$ cat src/rtl/demux_sel_sequencer.sv
// demux_sel_sequencer
// Upstream control stage for the demux1to4 block. On a frame request it walks
// the enabled output channels in ascending order, keeping each one selected for
// DWELL cycles while forwarding the din bit to the demux data input. It flags
// the first cycle of each channel slot and the cycle after a frame completes,
// and in continuous mode it re-arms back-to-back with no idle gap.
module demux_sel_sequencer #(
  parameter int unsigned DWELL = 4,
  parameter int unsigned CNT_W = 8
) (
  input  logic       clk,
  input  logic       rst,
  input  logic       start,
  input  logic       din,
  input  logic [3:0] ch_en,
  input  logic       cont,
  output logic       a,
  output logic [1:0] s,
  output logic       busy,
  output logic       ch_strobe,
  output logic       frame_done
);

  typedef enum logic [0:0] {
    ST_IDLE  = 1'b0,
    ST_DWELL = 1'b1
  } state_t;

  // Counter value on the final cycle of a channel slot.
  localparam logic [CNT_W-1:0] CNT_LAST = CNT_W'(DWELL - 1);
  localparam logic [CNT_W-1:0] CNT_ZERO = CNT_W'(0);
  localparam logic [CNT_W-1:0] CNT_ONE  = CNT_W'(1);

  // Index of the lowest set bit; callers only use it with a non-zero mask.
  function automatic logic [1:0] lowest_idx(input logic [3:0] m);
    logic [1:0] idx;
    if (m[0]) begin
      idx = 2'd0;
    end else if (m[1]) begin
      idx = 2'd1;
    end else if (m[2]) begin
      idx = 2'd2;
    end else begin
      idx = 2'd3;
    end
    return idx;
  endfunction

  // Keeps only the mask bits strictly above channel idx.
  function automatic logic [3:0] above_mask(input logic [3:0] m, input logic [1:0] idx);
    logic [3:0] r;
    case (idx)
      2'd0:    r = m & 4'b1110;
      2'd1:    r = m & 4'b1100;
      2'd2:    r = m & 4'b1000;
      default: r = 4'b0000;
    endcase
    return r;
  endfunction

  state_t           state_q, state_d;
  logic [3:0]       mask_q, mask_d;
  logic [CNT_W-1:0] cnt_q, cnt_d;
  logic [1:0]       s_q, s_d;
  logic             a_q, a_d;
  logic             busy_q, busy_d;
  logic             strobe_q, strobe_d;
  logic             done_q, done_d;
  logic [3:0]       higher;

  // Next-state logic: frame start, slot advance, frame end and continuous re-arm.
  always_comb begin
    state_d  = state_q;
    mask_d   = mask_q;
    cnt_d    = cnt_q;
    s_d      = s_q;
    a_d      = 1'b0;
    busy_d   = busy_q;
    strobe_d = 1'b0;
    done_d   = 1'b0;
    higher   = above_mask(mask_q, s_q);

    case (state_q)
      ST_IDLE: begin
        if (start && (ch_en != 4'b0000)) begin
          mask_d   = ch_en;
          s_d      = lowest_idx(ch_en);
          cnt_d    = CNT_ZERO;
          state_d  = ST_DWELL;
          busy_d   = 1'b1;
          strobe_d = 1'b1;
          a_d      = din;
        end else begin
          busy_d = 1'b0;
        end
      end
      ST_DWELL: begin
        if (cnt_q != CNT_LAST) begin
          cnt_d = cnt_q + CNT_ONE;
          a_d   = din;
        end else if (higher != 4'b0000) begin
          // Move on to the next enabled channel above the current one.
          s_d      = lowest_idx(higher);
          cnt_d    = CNT_ZERO;
          strobe_d = 1'b1;
          a_d      = din;
        end else begin
          done_d = 1'b1;
          if (cont && (ch_en != 4'b0000)) begin
            // Continuous mode: the next frame uses the live enable mask.
            mask_d   = ch_en;
            s_d      = lowest_idx(ch_en);
            cnt_d    = CNT_ZERO;
            strobe_d = 1'b1;
            a_d      = din;
          end else begin
            state_d = ST_IDLE;
            busy_d  = 1'b0;
            cnt_d   = CNT_ZERO;
          end
        end
      end
      default: begin
        state_d = ST_IDLE;
        busy_d  = 1'b0;
        cnt_d   = CNT_ZERO;
      end
    endcase
  end

  // State, latched mask, dwell counter and all registered outputs.
  always_ff @(posedge clk or posedge rst) begin
    if (rst) begin
      state_q  <= ST_IDLE;
      mask_q   <= 4'b0000;
      cnt_q    <= CNT_ZERO;
      s_q      <= 2'b00;
      a_q      <= 1'b0;
      busy_q   <= 1'b0;
      strobe_q <= 1'b0;
      done_q   <= 1'b0;
    end else begin
      state_q  <= state_d;
      mask_q   <= mask_d;
      cnt_q    <= cnt_d;
      s_q      <= s_d;
      a_q      <= a_d;
      busy_q   <= busy_d;
      strobe_q <= strobe_d;
      done_q   <= done_d;
    end
  end

  assign a          = a_q;
  assign s          = s_q;
  assign busy       = busy_q;
  assign ch_strobe  = strobe_q;
  assign frame_done = done_q;

endmodule

$ cat config.mk
export PLATFORM = sky130hd
export DESIGN_NAME = demux_sel_sequencer
export DESIGN_NICKNAME = d
export VERILOG_FILES = /design/src/rtl/demux_sel_sequencer.sv
export SDC_FILE = /design/constraint.sdc
export NUM_CORES = 1
export LEC_CHECK = 0
export BUFFER_PORTS_ARGS = -buffer_cell sky130_fd_sc_hd__buf_2
export CORE_MARGIN = 4
export CORE_UTILIZATION = 49
export DETAILED_ROUTE_END_ITERATION = 8
export MAX_ROUTING_LAYER = met4
export PLACE_DENSITY = 0.77
export SLEW_MARGIN = 40
export SYNTH_ARGS = -nofsm -noshare
export SYNTH_HDL_FRONTEND = slang
export SYNTH_SLANG_ARGS = --single-unit
$ cat constraint.sdc
create_clock -name clk -period 2.2 [get_ports clk]
set_clock_uncertainty 0.05 [all_clocks]
set_input_delay 0.22 -clock clk [delete_from_list [all_inputs] [get_ports clk]]
set_output_delay 0.22 -clock clk [all_outputs]
set_load 0.05 [all_outputs]
Word-level counts from Yosys, hierarchy flattened

Index checks and enable logic that the tools add are counted.

Bits in registers: 19
Input bits: 9
Output and inout bits: 6
Logic and storage cells: 66

Add/sub/neg operators: 1
Eq/ne operators: 9
Mux-type cells: 39
Bitwise operators: 1
Reduce and logical (&&, ||, !) cells: 8

Operators by type and width:

| operator              | number |
|---|---|
| $mux W1               | 17 |
| $mux W2               | 8 |
| $mux W4               | 4 |
| $mux W8               | 2 |
| $pmux W8 S2           | 1 |
| $pmux W4 S3           | 1 |
| $add A8 B1 Y8 const B | 1 |
| $ne A2 B2 Y1 const B  | 4 |
| $ne A8 B2 Y1 const B  | 1 |
| $pmux W1 S2           | 4 |
| $pmux W4 S2           | 1 |
| $reduce_bool A4 Y1    | 2 |
| $reduce_and A3 Y1     | 2 |
| $pmux W2 S2           | 1 |
| $reduce_and A4 Y1     | 1 |
| $ne A3 B1 Y1 const B  | 1 |
| $eq A2 B1 Y1 const B  | 1 |
| $eq A2 B2 Y1 const B  | 1 |
| $logic_and A1 B1 Y1   | 2 |
| $logic_not A2 Y1      | 1 |
| $ne A2 B1 Y1 const B  | 1 |
| $not A1 Y1            | 1 |

Logic depth before layout (Yosys ltp)

Gate-level depths: netlist of the first run.

Word-level depth: 8
Mapped depth: 6
Mapped depth without buffers: 6

Worst setup path after synthesis of the first run

OpenSTA, ideal clock, no wires.

Path kind: reg-to-reg
Start point: register cnt_q[0]
End point: register a_q, in the netlist a
Setup time: 0.119 ns
Arrival time: 2.053 ns
Required time: 2.031 ns
Setup slack: -0.022 ns
Stages on the path, launching flop included: 7
Path buffers: 0
Period minus slack after synthesis: 2.222 ns
Path through: dfrtp_1 -> ha_1 -> or4b_4 -> or4_4 -> o41ai_2 -> nand2_1 -> and2_1

Longest elaborated chain between the ends: 3

RTL lines:

| what                   | line | source |
|---|---|---|
| start, declared        | 63   | `logic [CNT_W-1:0] cnt_q, cnt_d;` |
| start signal, assigned | 145  | `cnt_q <= cnt_d;` |
| $ne A8 B2 Y1           | 98   | `if (cnt_q != CNT_LAST) begin` |
| $mux W1                | 98   |  |
| $pmux W1 S2            | 83   | `case (state_q)` |
| named net a_d          | 65   | `logic a_q, a_d;` |
| end signal, assigned   | 138  | `a_q <= 1'b0;` |
| end signal, assigned   | 147  | `a_q <= a_d;` |
| end, declared          | 65   |  |

The timed path passes the listed nets, and every way through them passes these cells.
A chain may end at the register's enable or synchronous reset.

Final worst setup path of the first run

Ends and elaborated chain as after synthesis.

==> reports/results.tsv, run 1 <==
stage	metric	value	unit
final_layout	share of layout cells above drive strength 1	0.3279	
yosys	Async S/R FF share, synth	1.000	
yosys	top post-synthesis cells by area	dfrtp_1 47%, mux2_2 5.9%, o21ai_0 5.3%	
critical_path	CP endpoint kind	register	
clock_tree	TritonCTS clock tree	yes	
placed_design	Place WS	-1.248	ps
die	Initial Utilization	0.5340	
grt	Total GRT Usage	0.1783	
outcome	status	finished, final reports clean	
yosys	cell area after synthesis	952.2	µm²
sta	post-route minimum period	2177	ps
critical_path	slowest stage cell, crit path	or4b_4	
critical_path	Crit path largest cell delay	490	ps
grt	antenna violations before repair	0	
yosys	Post-synth EDFFs	0	
clock_tree	clk slew on worst S/H paths	110	ps
final_layout	total inserted antenna cells	0	
clock_tree	CTS Root Cell	clkbuf_4	
yosys	Synth Instances	98	
detailed_routing	post-detailed-route wirelength per cell	14.10	µm
grt	largest net degree at the start of global routing	19	
min_path	hold path startpoint	din	
final_layout	Fill cells	141	
die	# rows	15	
grt	global-route wire length before repair	3539	µm
yosys	post-synth cell types	32	
detailed_routing	antenna-violating nets left	0	
clock_tree	H-tree depth	1	
grt	met2 usage	0.3075	
detailed_routing	drt total wl	2073	µm
die	core area	0.001783	mm²
yosys	Mapped Nets	108	
detailed_routing	first-pass detailed-route iteration total	4	
yosys	top cell type's share of synthesized area	0.4731	
power_and_ir_drop	Pleak	0.5513	nW
run	Max Cap Viol	0	
clock_tree	CTS Buf Count	3	
power_and_ir_drop	Power Dens Cells	1457	mW/mm²
critical_path	largest delay contributor family on the critical path	simple AND/OR/NAND/NOR gates	
final_layout	Area Growth Syn to Fin	22.34	%
grt	grt met1 use	0.2058	
final_layout	most common cell after layout, fill and taps aside	dfrtp_1	
sta	Final setup viols	0	
grt	Top Usage Layer GRT	met2	
yosys	area leader, netlist	dfrtp_1	
yosys	Avg Inst Size Synth	9.716	µm²
sta	fin crit share	0.9897	
yosys	Ys Warns	0	
detailed_routing	DRT iter0 DRCs	39	
sta	Setup TNS	0	ps
clock_tree	clk buf depth	2	
detailed_routing	Avg Vias per Cell	5.912	
critical_path	RR Startpoint	cnt_q[0]$_DFFE_PP0N_	
sta	Max Freq	459.3	MHz
die	Die Span Y	52.08	µm
sta	worst relative slew slack	0.5426	
die	die width	52.08	µm
die	Die Area	0.002712	mm²
clock_tree	worst skew pair latency	290	ps
sta	Slew Limit Fails	0	
detailed_routing	DR vias	869	
die	I/O pins	15	
placed_design	global placer's final weighted congestion	0.8082	
critical_path	CP Launch Point	cnt_q[0]$_DFFE_PP0N_	
critical_path	CP startpoint kind	register	
critical_path	worst-path maximum fanout	4	
critical_path	reg-to-reg slack, setup	20	ps
yosys	commonest register cell after synthesis	dfrtp_1	
yosys	Seq/Total Area, Yosys	0.4731	
sta	setup ws final	22.61	ps
placed_design	post-DP HPWL	1460	µm
critical_path	worst path required time	2340	ps
grt	met3 usage	0.02865	
yosys	Synth Register Bits	18	
final_layout	most frequent cells in the layout	17 x dfrtp_1, 14 x buf_2, 10 x o21ai_0, 8 x buf_4, 7 x nor2_1	
detailed_routing	drt drc	0	
grt	number of global-route vias before repair	835	
final_layout	Final Non-Filler Cells	147	
clock_tree	CTS Sinks	18	
critical_path	critical path arrival	2320	ps
sta	unrepaired setup endpoints after global routing	true	
grt	grt ovf	0	
final_layout	Layout Nets	133	
placed_design	count of input and output buffers	14	
placed_design	Placed Cells	142	
power_and_ir_drop	maximum VDD drop	0.0007268	V
min_path	HP Class	in -> reg	
critical_path	type of the worst setup path	reg -> reg	
sta	worst slew pin tran	685.3	ps
critical_path	worst-path cell chain	ha_2, or4b_4, or4_4, o41ai_2, nand2_1, and2_1	
sta	Final Hold Viols	0	
critical_path	WP buf/inv	0	
## final timing paths
path	end	depth (start not counted)
worst max-delay path	a$_DFF_PP0_	6
worst min-delay path	a$_DFF_PP0_	2
worst max register to register	a$_DFF_PP0_	6
worst min register to register	cnt_q[7]$_DFFE_PP0N_	1
max in group asynchronous	s[1]$_DFFE_PP0P_	3
min in group asynchronous	cnt_q[6]$_DFFE_PP0N_	3
## layout make-up
| cell class | instances | area, µm² | area share |
|---|---|---|---|
| tap | 25 | 31.28 | 0.02685 |
| timing repair buffer | 23 | 140.1 | 0.1203 |
| sequential | 18 | 451.7 | 0.3878 |
| inverter | 6 | 22.52 | 0.01933 |
| multi-input combinational | 71 | 483.0 | 0.4146 |
| clock buffer | 4 | 36.28 | 0.03115 |
## Yosys cell counts (2+ instances only)
library cell,instances
dfrtp_1,18
o31ai_1,2
inv_1,6
clkbuf_1,3
o21ai_0,10
and3_1,3
nor2b_1,3
a31oi_1,3
nand2_1,4
nand4_1,2
nor2_1,7
and2_1,2
mux2i_1,2
a21oi_1,6
mux2_2,5
nand3_1,4
nand2b_1,3
## worst register-to-register path, cell delays in order (launching register included)
cell,delay (ps)
dfrtp_1,370
ha_2,200
or4b_4,490
or4_4,460
o41ai_2,240
nand2_1,110
and2_1,160
## metal layers
layer  share of wire  up-vias  wire [µm]
met5               0        -          0
met4          0.0063        0         13
met3           0.068        2        142
met2            0.49       39       1015
met1            0.44      419        902
li1                -      409          -
## timing repair
| action | in CTS | in global routing |
|---|---|---|
| endpoints found under the hold margin | 18 | 0 |
| gates cloned | 0 | 0 |
| endpoints found under the setup margin | 4 | 9 |
| hold buffers | 1 | 0 |
| resized for setup | 1 | 3 |
| setup buffers | 0 | 0 |
## power by group
part	internal [mW]	switching (mW)	total, mW
clock network	0.101	0.103	0.204
registers	0.455	0.143	0.598
logic	0.408	0.488	0.896
total	0.963	0.734	1.70
## registers in the layout (all words and copies together), names as in the netlist
name	cells
cnt_q	8
a	1
state_q	1
ch_strobe	1
s	2
frame_done	1
mask_q	3
busy	1
## metrics by stage
step / hold WS (ps) / total power, mW / cell area (µm²) / util
after detailed placement: 310.3 / 1.471 / 1104 / 0.6189
after global routing: 88.60 / 1.814 / 1165 / 0.6533
after floorplan: 108.5 / 1.206 / 953.4 / -
after global placement: 293.3 / 1.443 / 1104 / 0.6189
final: 79.52 / 1.697 / 1165 / 0.6533
after CTS: 69.53 / 1.683 / 1156 / 0.6484
## logic make-up (layout without fill, tap and decap cells)
| kind of cell | Yosys count | after routing | synth area share |
|---|---|---|---|
| multiplexers | 7 | 7 | 0.08015 |
| AO/OA/AOI/OAI | 27 | 27 | 0.1800 |
| buffers and inverters | 9 | 33 | 0.03548 |
| adder cells (fa/ha/maj) | 1 | 1 | 0.01314 |
| AND/OR/NAND/NOR | 36 | 36 | 0.2181 |
| flip-flops | 18 | 18 | 0.4731 |
Note: power is estimated with default switching activity, not from simulation.
==> run 2: changes to the inputs <==
--- a/config.mk
+++ b/config.mk
@@ -7,10 +7,10 @@
 export LEC_CHECK = 0
 export BUFFER_PORTS_ARGS = -buffer_cell sky130_fd_sc_hd__buf_2
 export CORE_MARGIN = 4
-export CORE_UTILIZATION = 49
+export CORE_UTILIZATION = 40
 export DETAILED_ROUTE_END_ITERATION = 8
 export MAX_ROUTING_LAYER = met4
-export PLACE_DENSITY = 0.77
+export PLACE_DENSITY = 0.66
 export SLEW_MARGIN = 40
 export SYNTH_ARGS = -nofsm -noshare
 export SYNTH_HDL_FRONTEND = slang
==> constraint.sdc (replaced) <==
create_clock -name clk -period 2 [get_ports clk]
set_clock_uncertainty 0.05 [all_clocks]
set_input_delay 0.2 -clock clk [delete_from_list [all_inputs] [get_ports clk]]
set_output_delay 0.2 -clock clk [all_outputs]
set_load 0.05 [all_outputs]
==> run 2 against run 1 <==
The run now ends with setup timing left. Via count rose by 0.35%. Combinational power up 38%. Sequential cell count did not move. Non-clock buffer count up 10. Clock power is 7% lower. Total power grew 22%. Cell area rose by 10%. Sequential power is 6.7% higher. First-iteration DRC count shrank 44%. Fmax hardly changed.
==> reports/results.tsv, run 2 (synthesis gave the netlist of run 1 again) <==
stage	metric	value	unit
sta	Slew Limit Fails	0	
die	Die Span Y	56.79	µm
critical_path	worst-path maximum fanout	3	
clock_tree	worst skew pair latency	300	ps
power_and_ir_drop	maximum VDD drop	0.0008897	V
critical_path	Crit path largest cell delay	490	ps
sta	fin crit share	1.088	
sta	worst slew pin tran	669.8	ps
placed_design	Place WS	-147.7	ps
clock_tree	TritonCTS clock tree	yes	
clock_tree	CTS Buf Count	3	
placed_design	global placer's final weighted congestion	0.8103	
sta	Setup TNS	-917.6	ps
final_layout	share of layout cells above drive strength 1	0.3864	
outcome	failing checks	setup timing	
power_and_ir_drop	Power Dens Cells	1611	mW/mm²
placed_design	post-DP HPWL	1539	µm
sta	post-route minimum period	2176	ps
final_layout	Layout Nets	143	
final_layout	Fill cells	205	
final_layout	most frequent cells in the layout	18 x buf_4, 17 x dfrtp_1, 14 x buf_2, 7 x nor2_1, 7 x o21ai_1	
final_layout	max reg flops	8	
final_layout	Final Non-Filler Cells	160	
min_path	Hold Path Sink	a$_DFF_PP0_	
final_layout	most common cell after layout, fill and taps aside	buf_4	
sta	setup ws final	-175.8	ps
final_layout	Area Growth Syn to Fin	35.09	%
final_layout	Top reg by flops	cnt_q	
critical_path	slowest stage cell, crit path	or4b_4	
min_path	hold path startpoint	din	
min_path	HP Class	in -> reg	
detailed_routing	drt total wl	2099	µm
sta	Max Freq	459.6	MHz
critical_path	CP startpoint kind	register	
critical_path	Reg2Reg Depth	6	
final_layout	fin area	0.001286	mm²
die	die width	56.79	µm
critical_path	CP endpoint kind	register	
detailed_routing	post-detailed-route wirelength per cell	13.12	µm
placed_design	DP Area	0.001166	mm²
critical_path	RR Startpoint	cnt_q[0]$_DFFE_PP0N_	
critical_path	worst-path cell chain	ha_2, or4b_4, nor4_4, nand2_2, o31ai_4, mux2_4	
grt	Total GRT Usage	0.1468	
die	# rows	17	
critical_path	worst path required time	2140	ps
detailed_routing	top routing layer in use	met4	
grt	grt ovf	0	
placed_design	count of input and output buffers	14	
final_layout	total inserted antenna cells	0	
detailed_routing	routed wl met2	1061	µm
power_and_ir_drop	Pleak	0.6188	nW
die	Die Area	0.003225	mm²
grt	global-route wire length before repair	3657	µm
critical_path	critical path arrival	2310	ps
outcome	status	finished with violations	
die	core area	0.002233	mm²
critical_path	type of the worst setup path	reg -> reg	
clock_tree	H-tree depth	1	
grt	largest net degree at the start of global routing	19	
sta	worst relative slew slack	0.5530	
detailed_routing	antenna-violating nets left	0	
die	Initial Utilization	0.4263	
clock_tree	clk buf depth	2	
detailed_routing	DRT iter0 DRCs	22	
clock_tree	CTS Sinks	18	
min_path	worst hold path depth	2	
grt	number of global-route vias before repair	893	
critical_path	reg-to-reg slack, setup	-180	ps
detailed_routing	first-pass detailed-route iteration total	4	
grt	antenna violations before repair	0	
run	Max Cap Viol	0	
placed_design	Placed Cells	150	
clock_tree	clk slew on worst S/H paths	100	ps
clock_tree	CTS Root Cell	clkbuf_4	
sta	unrepaired setup endpoints after global routing	true	
detailed_routing	Avg Vias per Cell	5.450	
detailed_routing	drt drc	0	
sta	Final setup viols	8	
die	I/O pins	15	
detailed_routing	M1 WL	900	µm
power_and_ir_drop	Power Total	2.072	mW
sta	Final Hold Viols	0	
detailed_routing	DR vias	872	
detailed_routing	met3 wire len	117	µm
critical_path	Reg-to-Reg End	mask_q[2]$_DFFE_PP0P_	
run 2: changes by cell type in the layout (fill, tap and decap cells not counted), moves of 3 or more:
cell     delta
mux2_2      -3
mux2_4      +3
o21ai_1     +7
buf_4      +10
o21ai_0     -8
run 2: cell type report:
type                    count  area, µm²  area share
repair buffers             33      215.2      0.1673
inverters                   6      22.52     0.01751
clock buffers               4      26.28     0.02043
multi-input cells          71      535.5      0.4163
flip-flops and latches     18      451.7      0.3512
well taps                  28      35.03     0.02724
run 2: routing by layer:
layer,vias to the layer above,GRT usage
met5,-,-
met4,0,0.03974
met3,3,0.05057
met2,23,0.2442
met1,417,0.1681
li1,429,-
run 2: what timing repair did:
item | in CTS | in global routing
setup endpoints to repair | 8 | 13
gates resized for setup | 5 | 12
setup buffers | 3 | 2
endpoints found under the hold margin | 18 | 0
hold buffers | 1 | 0
pin swaps | 0 | 1
run 2: critical path: cells and delay by family (launching register included):
family / cells / cell delay (ps)
flops: 1 / 380
simple gates: 3 / 760
mux: 1 / 330
fa+ha+maj: 1 / 180
compound gates: 1 / 370
run 2: how the worst max path moves through the flow:
stage	to	start	cells past startpoint
2_1_floorplan	a$_DFF_PP0_	cnt_q[0]$_DFFE_PP0N_	6
3_3_place_gp	mask_q[3]$_DFFE_PP0P_	cnt_q[0]$_DFFE_PP0N_	6
3_5_place_dp	mask_q[2]$_DFFE_PP0P_	cnt_q[0]$_DFFE_PP0N_	6
4_1_cts	mask_q[2]$_DFFE_PP0P_	cnt_q[0]$_DFFE_PP0N_	6
5_1_grt	a$_DFF_PP0_	cnt_q[0]$_DFFE_PP0N_	6
6_report	mask_q[2]$_DFFE_PP0P_	cnt_q[0]$_DFFE_PP0N_	6
run 2: through the flow:
stage            util  hold WS, ps
6_report       0.5759        58.96
3_3_place_gp   0.5221        271.5
5_1_grt        0.5759        57.51
3_5_place_dp   0.5221        293.1
4_1_cts        0.5597        55.01
2_1_floorplan       -        88.50
run 2: power by group:
group | internal [mW] | leakage (nW) | switching [mW]
sequential | 0.501 | 0.226 | 0.137
clock | 0.0778 | 0.0150 | 0.113
combinational | 0.611 | 0.378 | 0.633
